[src/rtl/jtcop_mcu_link_if.sv]
// Main-CPU side bus of the MCU protection link.
//   main_din  : 68000 write data (cpu_dout)
//   main_wr   : sec[0] write select, level
//   main_rd   : sec[1] read select, level
//   main_dout : response word (mcu_dout)
//   sec2      : level-5 interrupt request to the 68000, active high
// master = 68000 side, slave = link endpoint.
interface jtcop_mcu_link_if;
  logic [15:0] main_din;
  logic        main_wr;
  logic        main_rd;
  logic [15:0] main_dout;
  logic        sec2;

  modport master (output main_din, main_wr, main_rd, input  main_dout, sec2);
  modport slave  (input  main_din, main_wr, main_rd, output main_dout, sec2);
endinterface

[src/rtl/jtcop_mcu_link.sv]
// jtcop_mcu_link: MCU-side endpoint of the 68000 <-> i8751 protection link.
// Captures 16-bit command words from the 68000 and interrupts the MCU,
// serves command bytes on MCU port 0, assembles the MCU's two-byte reply
// into a tear-free word and raises sec2 for IRQ_LEN clocks on commit.
//
// Ports:
//   clk, rstn   : clock, asynchronous active-low reset
//   main        : main-CPU bus (jtcop_mcu_link_if.slave)
//   mcu_p0_o    : MCU port 0 output latch (response byte)
//   mcu_p2_o    : MCU port 2 output latch (control bits)
//                 [2] stage low byte, [3] stage high byte,
//                 [5:4] command byte select, [6] commit, [7] acknowledge
//   mcu_p0_i    : MCU port 0 input pins (command byte)
//   mcu_int1n   : MCU INT1, active low
//   cmd_pend    : command not yet acknowledged
//   overrun     : sticky, a command was overwritten before acknowledge
//
// Build option: define JTCOP_MCU_SYNC_EN to add a two-flop synchronizer in
// front of the input registers of main_wr, main_rd, mcu_p0_o and mcu_p2_o
// (asynchronous MCU clock). All latencies then grow by 2 clocks.
module jtcop_mcu_link #(
  parameter int IRQ_LEN = 8
) (
  input  logic               clk,
  input  logic               rstn,
  jtcop_mcu_link_if.slave    main,
  input  logic [7:0]         mcu_p0_o,
  input  logic [7:0]         mcu_p2_o,
  output logic [7:0]         mcu_p0_i,
  output logic               mcu_int1n,
  output logic               cmd_pend,
  output logic               overrun
);

  localparam logic [7:0] CNT_RLD = 8'(IRQ_LEN - 1);

  typedef enum logic {IDLE, HOLD} state_t;

  // ---------------------------------------------------------------------
  // Optional synchronizer stage
  // ---------------------------------------------------------------------
  logic       wr_src, rd_src;
  logic [7:0] p0_src, p2_src;

`ifdef JTCOP_MCU_SYNC_EN
  logic [1:0]      wr_sy, rd_sy;
  logic [1:0][7:0] p0_sy, p2_sy;

  always_ff @(posedge clk or negedge rstn) begin
    if (!rstn) begin
      wr_sy <= '0;
      rd_sy <= '0;
      p0_sy <= '0;
      p2_sy <= '0;
    end else begin
      wr_sy <= {wr_sy[0], main.main_wr};
      rd_sy <= {rd_sy[0], main.main_rd};
      p0_sy <= {p0_sy[0], mcu_p0_o};
      p2_sy <= {p2_sy[0], mcu_p2_o};
    end
  end

  assign wr_src = wr_sy[1];
  assign rd_src = rd_sy[1];
  assign p0_src = p0_sy[1];
  assign p2_src = p2_sy[1];
`else
  assign wr_src = main.main_wr;
  assign rd_src = main.main_rd;
  assign p0_src = mcu_p0_o;
  assign p2_src = mcu_p2_o;
`endif

  // ---------------------------------------------------------------------
  // Input registers and previous copies for edge detection
  // ---------------------------------------------------------------------
  logic [15:0] din_l;
  logic        wr_l, rd_l, wr_p, rd_p;
  logic [7:0]  p0_l, p2_l, p2_p;

  always_ff @(posedge clk or negedge rstn) begin
    if (!rstn) begin
      din_l <= '0;
      wr_l  <= 1'b0;
      rd_l  <= 1'b0;
      wr_p  <= 1'b0;
      rd_p  <= 1'b0;
      p0_l  <= '0;
      p2_l  <= '0;
      p2_p  <= '0;
    end else begin
      din_l <= main.main_din;
      wr_l  <= wr_src;
      rd_l  <= rd_src;
      wr_p  <= wr_l;
      rd_p  <= rd_l;
      p0_l  <= p0_src;
      p2_l  <= p2_src;
      p2_p  <= p2_l;
    end
  end

  logic       wr_rise, rd_rise, ack_fall, lo_rise, hi_rise, commit;
  logic [7:0] p2_rise, p2_fall;

  assign p2_rise  = p2_l & ~p2_p;
  assign p2_fall  = ~p2_l & p2_p;
  assign wr_rise  = wr_l & ~wr_p;
  assign rd_rise  = rd_l & ~rd_p;
  assign ack_fall = p2_fall[7];
  assign lo_rise  = p2_rise[2];
  assign hi_rise  = p2_rise[3];
  assign commit   = p2_rise[6];

  logic unused_bits;
  assign unused_bits = &{1'b0, p2_rise[7], p2_rise[5:4], p2_rise[1:0],
                         p2_fall[6:0], 1'b0};

  // ---------------------------------------------------------------------
  // Command path
  // ---------------------------------------------------------------------
  logic [15:0] cmd;

  always_ff @(posedge clk or negedge rstn) begin
    if (!rstn) begin
      cmd      <= '0;
      cmd_pend <= 1'b0;
      overrun  <= 1'b0;
    end else begin
      if (wr_rise) begin
        cmd      <= din_l;
        cmd_pend <= 1'b1;
        // An acknowledge in the same clock consumed the old command,
        // so nothing was lost.
        if (cmd_pend && !ack_fall) overrun <= 1'b1;
      end else if (ack_fall) begin
        cmd_pend <= 1'b0;
      end
    end
  end

  assign mcu_int1n = ~cmd_pend;

  always_ff @(posedge clk or negedge rstn) begin
    if (!rstn) begin
      mcu_p0_i <= 8'hff;
    end else begin
      case (p2_l[5:4])
        2'b10:   mcu_p0_i <= cmd[7:0];
        2'b01:   mcu_p0_i <= cmd[15:8];
        default: mcu_p0_i <= 8'hff;
      endcase
    end
  end

  // ---------------------------------------------------------------------
  // Response staging and commit
  // ---------------------------------------------------------------------
  logic [15:0] stage, dout;

  always_ff @(posedge clk or negedge rstn) begin
    if (!rstn) begin
      stage <= '0;
      dout  <= '0;
    end else begin
      if (lo_rise) stage[7:0]  <= p0_l;
      if (hi_rise) stage[15:8] <= p0_l;
      // Nonblocking read: a stage write in the commit clock is not seen.
      if (commit)  dout        <= stage;
    end
  end

  assign main.main_dout = dout;

  // ---------------------------------------------------------------------
  // sec2 interrupt FSM
  // ---------------------------------------------------------------------
  state_t     state, state_nx;
  logic [7:0] cnt, cnt_nx;

  always_ff @(posedge clk or negedge rstn) begin
    if (!rstn) begin
      state <= IDLE;
      cnt   <= '0;
    end else begin
      state <= state_nx;
      cnt   <= cnt_nx;
    end
  end

  always_comb begin
    state_nx = state;
    cnt_nx   = cnt;
    if (commit) begin
      // Commit beats a read abort and reloads a running pulse gap-free.
      state_nx = HOLD;
      cnt_nx   = CNT_RLD;
    end else if (state == HOLD) begin
      if (rd_rise || cnt == 8'd0) state_nx = IDLE;
      else                        cnt_nx   = cnt - 8'd1;
    end
  end

  assign main.sec2 = (state == HOLD);

endmodule

[src/flat_wrapper.sv]
// flat-port wrapper written by rule: the top's interface ports become plain ports
module jtcop_mcu_link_flat 
#(
  parameter int IRQ_LEN = 8
)
  (clk, rstn, mcu_p0_o, mcu_p2_o, mcu_p0_i, mcu_int1n, cmd_pend, overrun, main_main_din, main_main_wr, main_main_rd, main_main_dout, main_sec2);
  jtcop_mcu_link_if main_i ();
  input  logic clk;
  input  logic rstn;
  input  logic [7:0] mcu_p0_o;
  input  logic [7:0] mcu_p2_o;
  output logic [7:0] mcu_p0_i;
  output logic mcu_int1n;
  output logic cmd_pend;
  output logic overrun;
  input wire logic [$bits(main_i.main_din)-1:0] main_main_din;
  input wire logic [$bits(main_i.main_wr)-1:0] main_main_wr;
  input wire logic [$bits(main_i.main_rd)-1:0] main_main_rd;
  output wire logic [$bits(main_i.main_dout)-1:0] main_main_dout;
  output wire logic [$bits(main_i.sec2)-1:0] main_sec2;
  assign main_i.main_din = main_main_din;
  assign main_i.main_wr = main_main_wr;
  assign main_i.main_rd = main_main_rd;
  assign main_main_dout = main_i.main_dout;
  assign main_sec2 = main_i.sec2;
  jtcop_mcu_link #(.IRQ_LEN(IRQ_LEN)) u_core (.clk(clk), .rstn(rstn), .main(main_i), .mcu_p0_o(mcu_p0_o), .mcu_p2_o(mcu_p2_o), .mcu_p0_i(mcu_p0_i), .mcu_int1n(mcu_int1n), .cmd_pend(cmd_pend), .overrun(overrun));
endmodule
[config.mk]
export PLATFORM = sky130hd
export DESIGN_NAME = jtcop_mcu_link_flat
export DESIGN_NICKNAME = d
export VERILOG_FILES = /design/src/rtl/jtcop_mcu_link_if.sv /design/src/rtl/jtcop_mcu_link.sv /design/src/flat_wrapper.sv
export SDC_FILE = /design/constraint.sdc
export NUM_CORES = 1
export LEC_CHECK = 0
export CORE_MARGIN = 3
export CORE_UTILIZATION = 23
export CTS_CLUSTER_SIZE = 12
export DETAILED_ROUTE_END_ITERATION = 7
export DONT_BUFFER_PORTS = 1
export GPL_ROUTABILITY_DRIVEN = 0
export PLACE_DENSITY = 0.44
export SYNTH_ARGS = -nofsm -noshare
export SYNTH_HDL_FRONTEND = slang
export SYNTH_SLANG_ARGS = --single-unit
[constraint.sdc]
create_clock -name clk -period 5.11 [get_ports clk]
set_input_delay 0.7665 -clock clk [delete_from_list [all_inputs] [get_ports clk]]
set_output_delay 0.7665 -clock clk [all_outputs]
set_load 0.02 [all_outputs]
==> reports/qor.txt, run 1 <==
Status -> finished, final reports clean
Hold Crit Class -> input pin to async pin
Final Hold Fails -> 0
Cell taking the most area after synthesis -> dfrtp_1
Pwr Total -> 0.00188 W
DIE AREA -> 17,500 um2
Worst-skew pair later-pin latency -> 0.35 ns
CP Max Fanout -> 10
DP Wirelength -> 4510 um
Mapped Cells -> 292
Mux share of post-synthesis cell area -> 5.21%
Crit. End Element -> flip-flop
Final setup TNS -> 0 ns
Total grt overflow -> 0
Layout cells sized above 1 -> 16.9%
Simple-gate share of the synthesized area -> 14.3%
Layout Skew -> 0.00906 ns
RSZ-0062 raised after global routing -> false
Maximum vdd drop -> 248 uV
CTS max path bufs -> 2
Die height -> 132 um
Vias -> 1,993
Main combinational cell family by area after synthesis -> simple AND/OR/NAND/NOR gates
Min cycle time layout -> 1.89 ns
CTS buffer count -> 9
Power Density -> 450 nW/um2
Port Buffers -> 0
Critical path class -> flip-flop to flip-flop
Final Cycle Share -> 37.0%
Post-CTS resize count -> 0
First-pass DRT Iterations -> 4
FFs w/ async S/R, synth -> 100%
Fmax -> 528 MHz
# IOs -> 64
Initial Util -> 23.8%
Clock transition at the registers of the reported paths -> 0.08 ns
Worst slew margin -> 35.6%
Worst setup SP type -> flip-flop
Overall global routing resource usage -> 8.41%
Synthesized flop and latch total -> 105
Largest net degree at the start of global routing -> 106
Synthesized Nets -> 332
Synth top area cells -> dfrtp_1 66%, nand2_1 10%, dfstp_2 5.7%
Number of remaining DRC errors -> 0
Seq/Total Area, Yosys -> 71.8%
Final Net Count -> 331
H-tree depth -> 3
Static Leak -> 1.92 nW
Yosys warnings -> 0
Area of the core -> 15,400 um2
Post-DRT Antenna Nets -> 0
Xor and xnor fraction of the mapped netlist area -> 0.238%
Adder-Cell Fraction of Synth Area -> 1.36%
N_diodes -> 0
Die width -> 132 um
Worst slew pin tran -> 0.964 ns
CP arrival -> 2.10 ns
Number of synthesized flops with an enable pin -> 0
Cell Area, Placed -> 3890 um2
# setup viols final -> 0
WP data required -> 5.32 ns
Initial antenna violation count -> 2
Area growth syn-to-layout -> 13.9%
Top-area cell type share of the netlist area -> 66.1%
Synth Area in Compound Gates -> 4.73%
Slew Limit Fails -> 0
Final Hold Slack -> 0.109 ns
Finished Cell Area -> 4190 um2
Post-Synthesis Cell Area -> 3670 um2
DRT iter0 DRCs -> 105
Max cap viols -> 0
CTS sink cnt -> 105
WL final -> 7020 um
Flop-to-flop setup slack -> 3.22 ns
CTS root buf -> clkbuf_16
Dpl cells -> 491
First-pass GRT wire length -> 11,300 um
FP Rows -> 45
Setup Buffers After CTS -> 0
Mapped Avg Cell Area -> 12.6 um2
Vias per cell -> 3.93
Most used flip-flop cell after synthesis -> dfrtp_1
Non-Filler Instances -> 507
Hold Buf Count CTS -> 0
Routed length per instance -> 13.9 um
Vias in the first global route -> 2,061
Synth unique cells -> 29
TritonCTS clock tree -> built
-- worst max-delay path: stages (launching register included) --
cell      delay (ns)
dfrtp_1         0.39
inv_1           0.12
ha_1            0.17
or3b_2          0.50
o211ai_4        0.32
or3_2           0.18
nand3_1         0.06
-- layout by cell type (no fill, tap or decap), types with 2 or more instances in the layout --
| cell | n |
|---|---|
| nor2_1 | 2 |
| o21ai_0 | 3 |
| inv_6 | 3 |
| nand2_1 | 101 |
| mux2_2 | 17 |
| or3_2 | 3 |
| dfstp_2 | 8 |
| a21oi_1 | 3 |
| o21ai_1 | 2 |
| clkbuf_16 | 9 |
| or2b_2 | 2 |
| nand4_1 | 2 |
| a221o_1 | 8 |
| ha_1 | 4 |
| clkinv_4 | 2 |
| or3_1 | 4 |
| dfrtp_1 | 97 |
| nor2b_1 | 4 |
| inv_1 | 8 |
-- synth_stat cells, types with 2 or more instances --
cell type  instances
a21oi_1            3
a221o_1            8
clkbuf_1          12
dfrtp_1           97
dfstp_2            8
ha_1               4
inv_1              8
mux2_2            17
nand2_1          101
nand4_1            2
nor2_1             2
nor2b_1            4
o21ai_0            3
o21ai_1            2
or2b_2             2
or3_1              4
or3_2              3
-- sequential cells by signal, indices dropped and copies added, names as in the netlist --
signal / count
u_core.cnt: 8
u_core.p2_p: 4
u_core.main.sec2: 1
u_core.wr_l: 1
u_core.p0_l: 8
u_core.rd_l: 1
u_core.din_l: 16
u_core.main.main_dout: 16
u_core.rd_p: 1
u_core.wr_p: 1
u_core.mcu_p0_i: 8
u_core.cmd_pend: 1
u_core.overrun: 1
u_core.p2_l: 6
u_core.cmd: 16
u_core.stage: 16
-- metrics by stage --
| stage | utilization, % | setup slack [ns] |
|---|---|---|
| 2_1_floorplan | - | 3.41 |
| 3_3_place_gp | 25.2 | 3.27 |
| 5_1_grt | 27.1 | 3.08 |
| 3_5_place_dp | 25.2 | 3.22 |
| 6_report | 27.1 | 3.22 |
| 4_1_cts | 27.1 | 3.20 |
-- final timing paths --
check / startpoint / end / cells past startpoint
min: rstn / u_core.din_l[11]$_DFF_PN0_ / 0
max reg2reg: u_core.cnt[0]$_DFFE_PN0P_ / u_core.cnt[2]$_DFFE_PN0P_ / 6
max in group asynchronous: rstn / u_core.mcu_p0_i[0]$_DFF_PN1_ / 0
min reg2reg: u_core.p2_l[3]$_DFF_PN0_ / u_core.p2_p[3]$_DFF_PN0_ / 0
max: u_core.cnt[0]$_DFFE_PN0P_ / u_core.cnt[2]$_DFFE_PN0P_ / 6
min in group clk: u_core.p2_l[3]$_DFF_PN0_ / u_core.p2_p[3]$_DFF_PN0_ / 0
-- cell families after synthesis --
kind of cell | Yosys count
XOR/XNOR | 1
AND/OR/NAND/NOR | 123
flip-flops | 105
buffers and inverters | 21
multiplexers | 17
AO/OA/AOI/OAI | 21
adder cells (fa/ha/maj) | 4
-- power by group --
| group | internal, W | leakage (nW) | total [W] | switching (W) |
|---|---|---|---|---|
| Clock | 0.000345 | 0.146 | 0.000677 | 0.000332 |
| Sequential | 0.000935 | 1.24 | 0.00104 | 0.000108 |
| Combinational | 0.0000752 | 0.528 | 0.000162 | 0.0000872 |
| Total | 0.00136 | 1.92 | 0.00188 | 0.000527 |
-- final cells by class --
| cell class | instances | area [um2] |
|---|---|---|
| fill | 1644 | 11200 |
| timing repair buffer | 1 | 7.51 |
| multi-input combinational | 166 | 950 |
| clock inverter | 7 | 71.3 |
| sequential | 105 | 2640 |
| clock buffer | 9 | 225 |
| inverter | 8 | 30.0 |
| tap | 211 | 264 |
-- metal layers --
metal / GRT usage, % / part of all wire, % / up-vias
met4: 3.23 / 1.5 / 4
met3: 4.43 / 7.7 / 14
met2: 12.8 / 48 / 58
met1: 10.1 / 42 / 974
met5: 0 / 0.33 / -
li1: - / - / 943
(Power assumes the default switching activity.)
==> run 2, diff against run 1 <==
clock period = 1.9 ns   (was 5.11 ns; I/O delays follow)
==> reports/qor.txt, run 2 (synthesis results as in run 1) <==
Status -> complete, but fails checks
Failing checks -> negative hold slack
Initial antenna violation count -> 0
Worst-skew pair later-pin latency -> 0.35 ns
CP max stage cell -> or3_2
Vias per cell -> 3.91
# IOs -> 64
Clock transition at the registers of the reported paths -> 0.08 ns
CTS root buf -> clkbuf_16
Final Cycle Share -> 95.2%
Area of the core -> 15,400 um2
Routed length per instance -> 12.8 um
Hold Buf Count CTS -> 32
Critical Path Max Stage Delay -> 0.44 ns
Vias in the first global route -> 2,228
Vias -> 2,131
Overall global routing resource usage -> 8.54%
Number of remaining DRC errors -> 0
Post-DRT Antenna Nets -> 0
CP arrival -> 2.08 ns
FP Rows -> 45
Initial Util -> 23.8%
WL final -> 6970 um
DP Wirelength -> 4490 um
Min setup slack post-route -> 0.0913 ns
Worst slew pin tran -> 0.910 ns
Worst slew margin -> 39.2%
Critical path class -> flip-flop to flip-flop
Power Density -> 1140 nW/um2
CP Max Fanout -> 5
Total grt overflow -> 0
DRT iter0 DRCs -> 91
Hold Crit Class -> input pin to async pin
Fmax -> 553 MHz
Most frequent cells in the layout -> 101 x nand2_1, 97 x dfrtp_1, 32 x dlygate4sd3_1
Layout cells sized above 1 -> 17.1%
Largest net degree at the start of global routing -> 106
CTS max path bufs -> 2
Layout Skew -> 0.00878 ns
Pwr Total -> 0.00522 W
Most common cell after layout, fill and taps aside -> nand2_1
Slew Limit Fails -> 0
Die width -> 132 um
Filler Cell Count -> 1,629
Crit. End Element -> flip-flop
First-pass DRT Iterations -> 4
Final Net Count -> 369
TritonCTS clock tree -> built
First-pass GRT wire length -> 11,500 um
Final setup TNS -> 0 ns
CTS buffer count -> 9
Register Area -> 2640 um2
Max cap viols -> 0
Crit-path cells -> inv_1 > ha_1 > or3b_4 > o211ai_4 > buf_4 > or3_2 > a21oi_1
N_diodes -> 0
Min cycle time layout -> 1.81 ns
Final Hold Fails -> 105
Static Leak -> 2.09 nW
Buf/Inv on CP -> 2
# setup viols final -> 0
Die height -> 132 um
Port Buffers -> 0
H-tree depth -> 3
Area of the multi-input gates -> 956 um2
Maximum vdd drop -> 661 uV
DIE AREA -> 17,500 um2
CTS sink cnt -> 105
Post-Place Setup Slack -> 0.0508 ns
Area growth syn-to-layout -> 24.4%
Final Hold Slack -> -0.373 ns
Worst setup SP type -> flip-flop
CP delay by family, top -> simple AND/OR/NAND/NOR gates
WP data required -> 2.17 ns
[run 2: changes by cell type in the layout (fill, tap and decap cells not counted)]
cell / previous run / this run
a21oi_1: 3 / 2
a21oi_2: 0 / 1
buf_4: 1 / 7
bufinv_16: 0 / 1
clkinv_8: 1 / 0
dlygate4sd3_1: 0 / 32
or3b_2: 1 / 0
or3b_4: 0 / 1
[run 2: worst register-to-register path, delay by kind of cell (launching register included)]
family                     cells  cell delay (ns)
AOI/OAI and AO/OA              2             0.23
adders and majority gates      1             0.21
buffers and inverters          2             0.24
DFF                            1             0.36
and+or+nand+nor                2             0.70
[run 2: routing by layer]
layer	up-vias	GRT usage [%]	part of all wire, %
met2	50	14.0	51
li1	1030	-	-
met1	1043	9.32	41
met3	8	4.66	7.3
met5	-	0	0
met4	0	3.29	1.6
[run 2: area by class of cell]
class                   instances  share of cell area (%)
inverters                       8                   0.657
multi-input cells             166                    20.9
clock inverters                 7                    1.86
flip-flops and latches        105                    57.7
clock buffers                   9                    4.93
repair buffers                 39                    8.16
well taps                     211                    5.78
[run 2: metrics by stage]
| step | util (%) | area, um2 | instances |
|---|---|---|---|
| 2_1_floorplan | - | 3670 | 292 |
| 3_3_place_gp | 25.4 | 3910 | 494 |
| 3_5_place_dp | 25.4 | 3910 | 494 |
| 4_1_cts | 29.4 | 4540 | 542 |
| 5_1_grt | 29.6 | 4570 | 545 |
| 6_report | 29.6 | 4570 | 545 |
[run 2: power by group]
group / total (W) / switching [W] / internal [W] / leakage [nW]
registers: 0.00280 / 0.000281 / 0.00252 / 1.24
clock network: 0.00190 / 0.000855 / 0.00105 / 0.153
logic: 0.000517 / 0.000244 / 0.000273 / 0.693
[run 2: worst paths after layout]
check	from	endpoint	slack, ns	depth (start not counted)
worst max-delay path	u_core.cnt[0]$_DFFE_PN0P_	u_core.cnt[3]$_DFFE_PN0P_	0.09	7
worst min-delay path	rstn	u_core.din_l[11]$_DFF_PN0_	-0.37	0
worst max register to register	u_core.cnt[0]$_DFFE_PN0P_	u_core.cnt[3]$_DFFE_PN0P_	0.09	7
worst min register to register	u_core.p2_l[2]$_DFF_PN0_	u_core.p2_p[2]$_DFF_PN0_	0.37	0
max in group asynchronous	rstn	u_core.mcu_p0_i[6]$_DFF_PN1_	2.09	0
min in group clk	u_core.p2_l[2]$_DFF_PN0_	u_core.p2_p[2]$_DFF_PN0_	0.37	0
[run 2: what timing repair did]
action | in CTS | in global routing
hold endpoints to repair | 137 | 105
setup endpoints to repair | 0 | 3
gates resized for setup | 0 | 4
setup buffers | 0 | 3
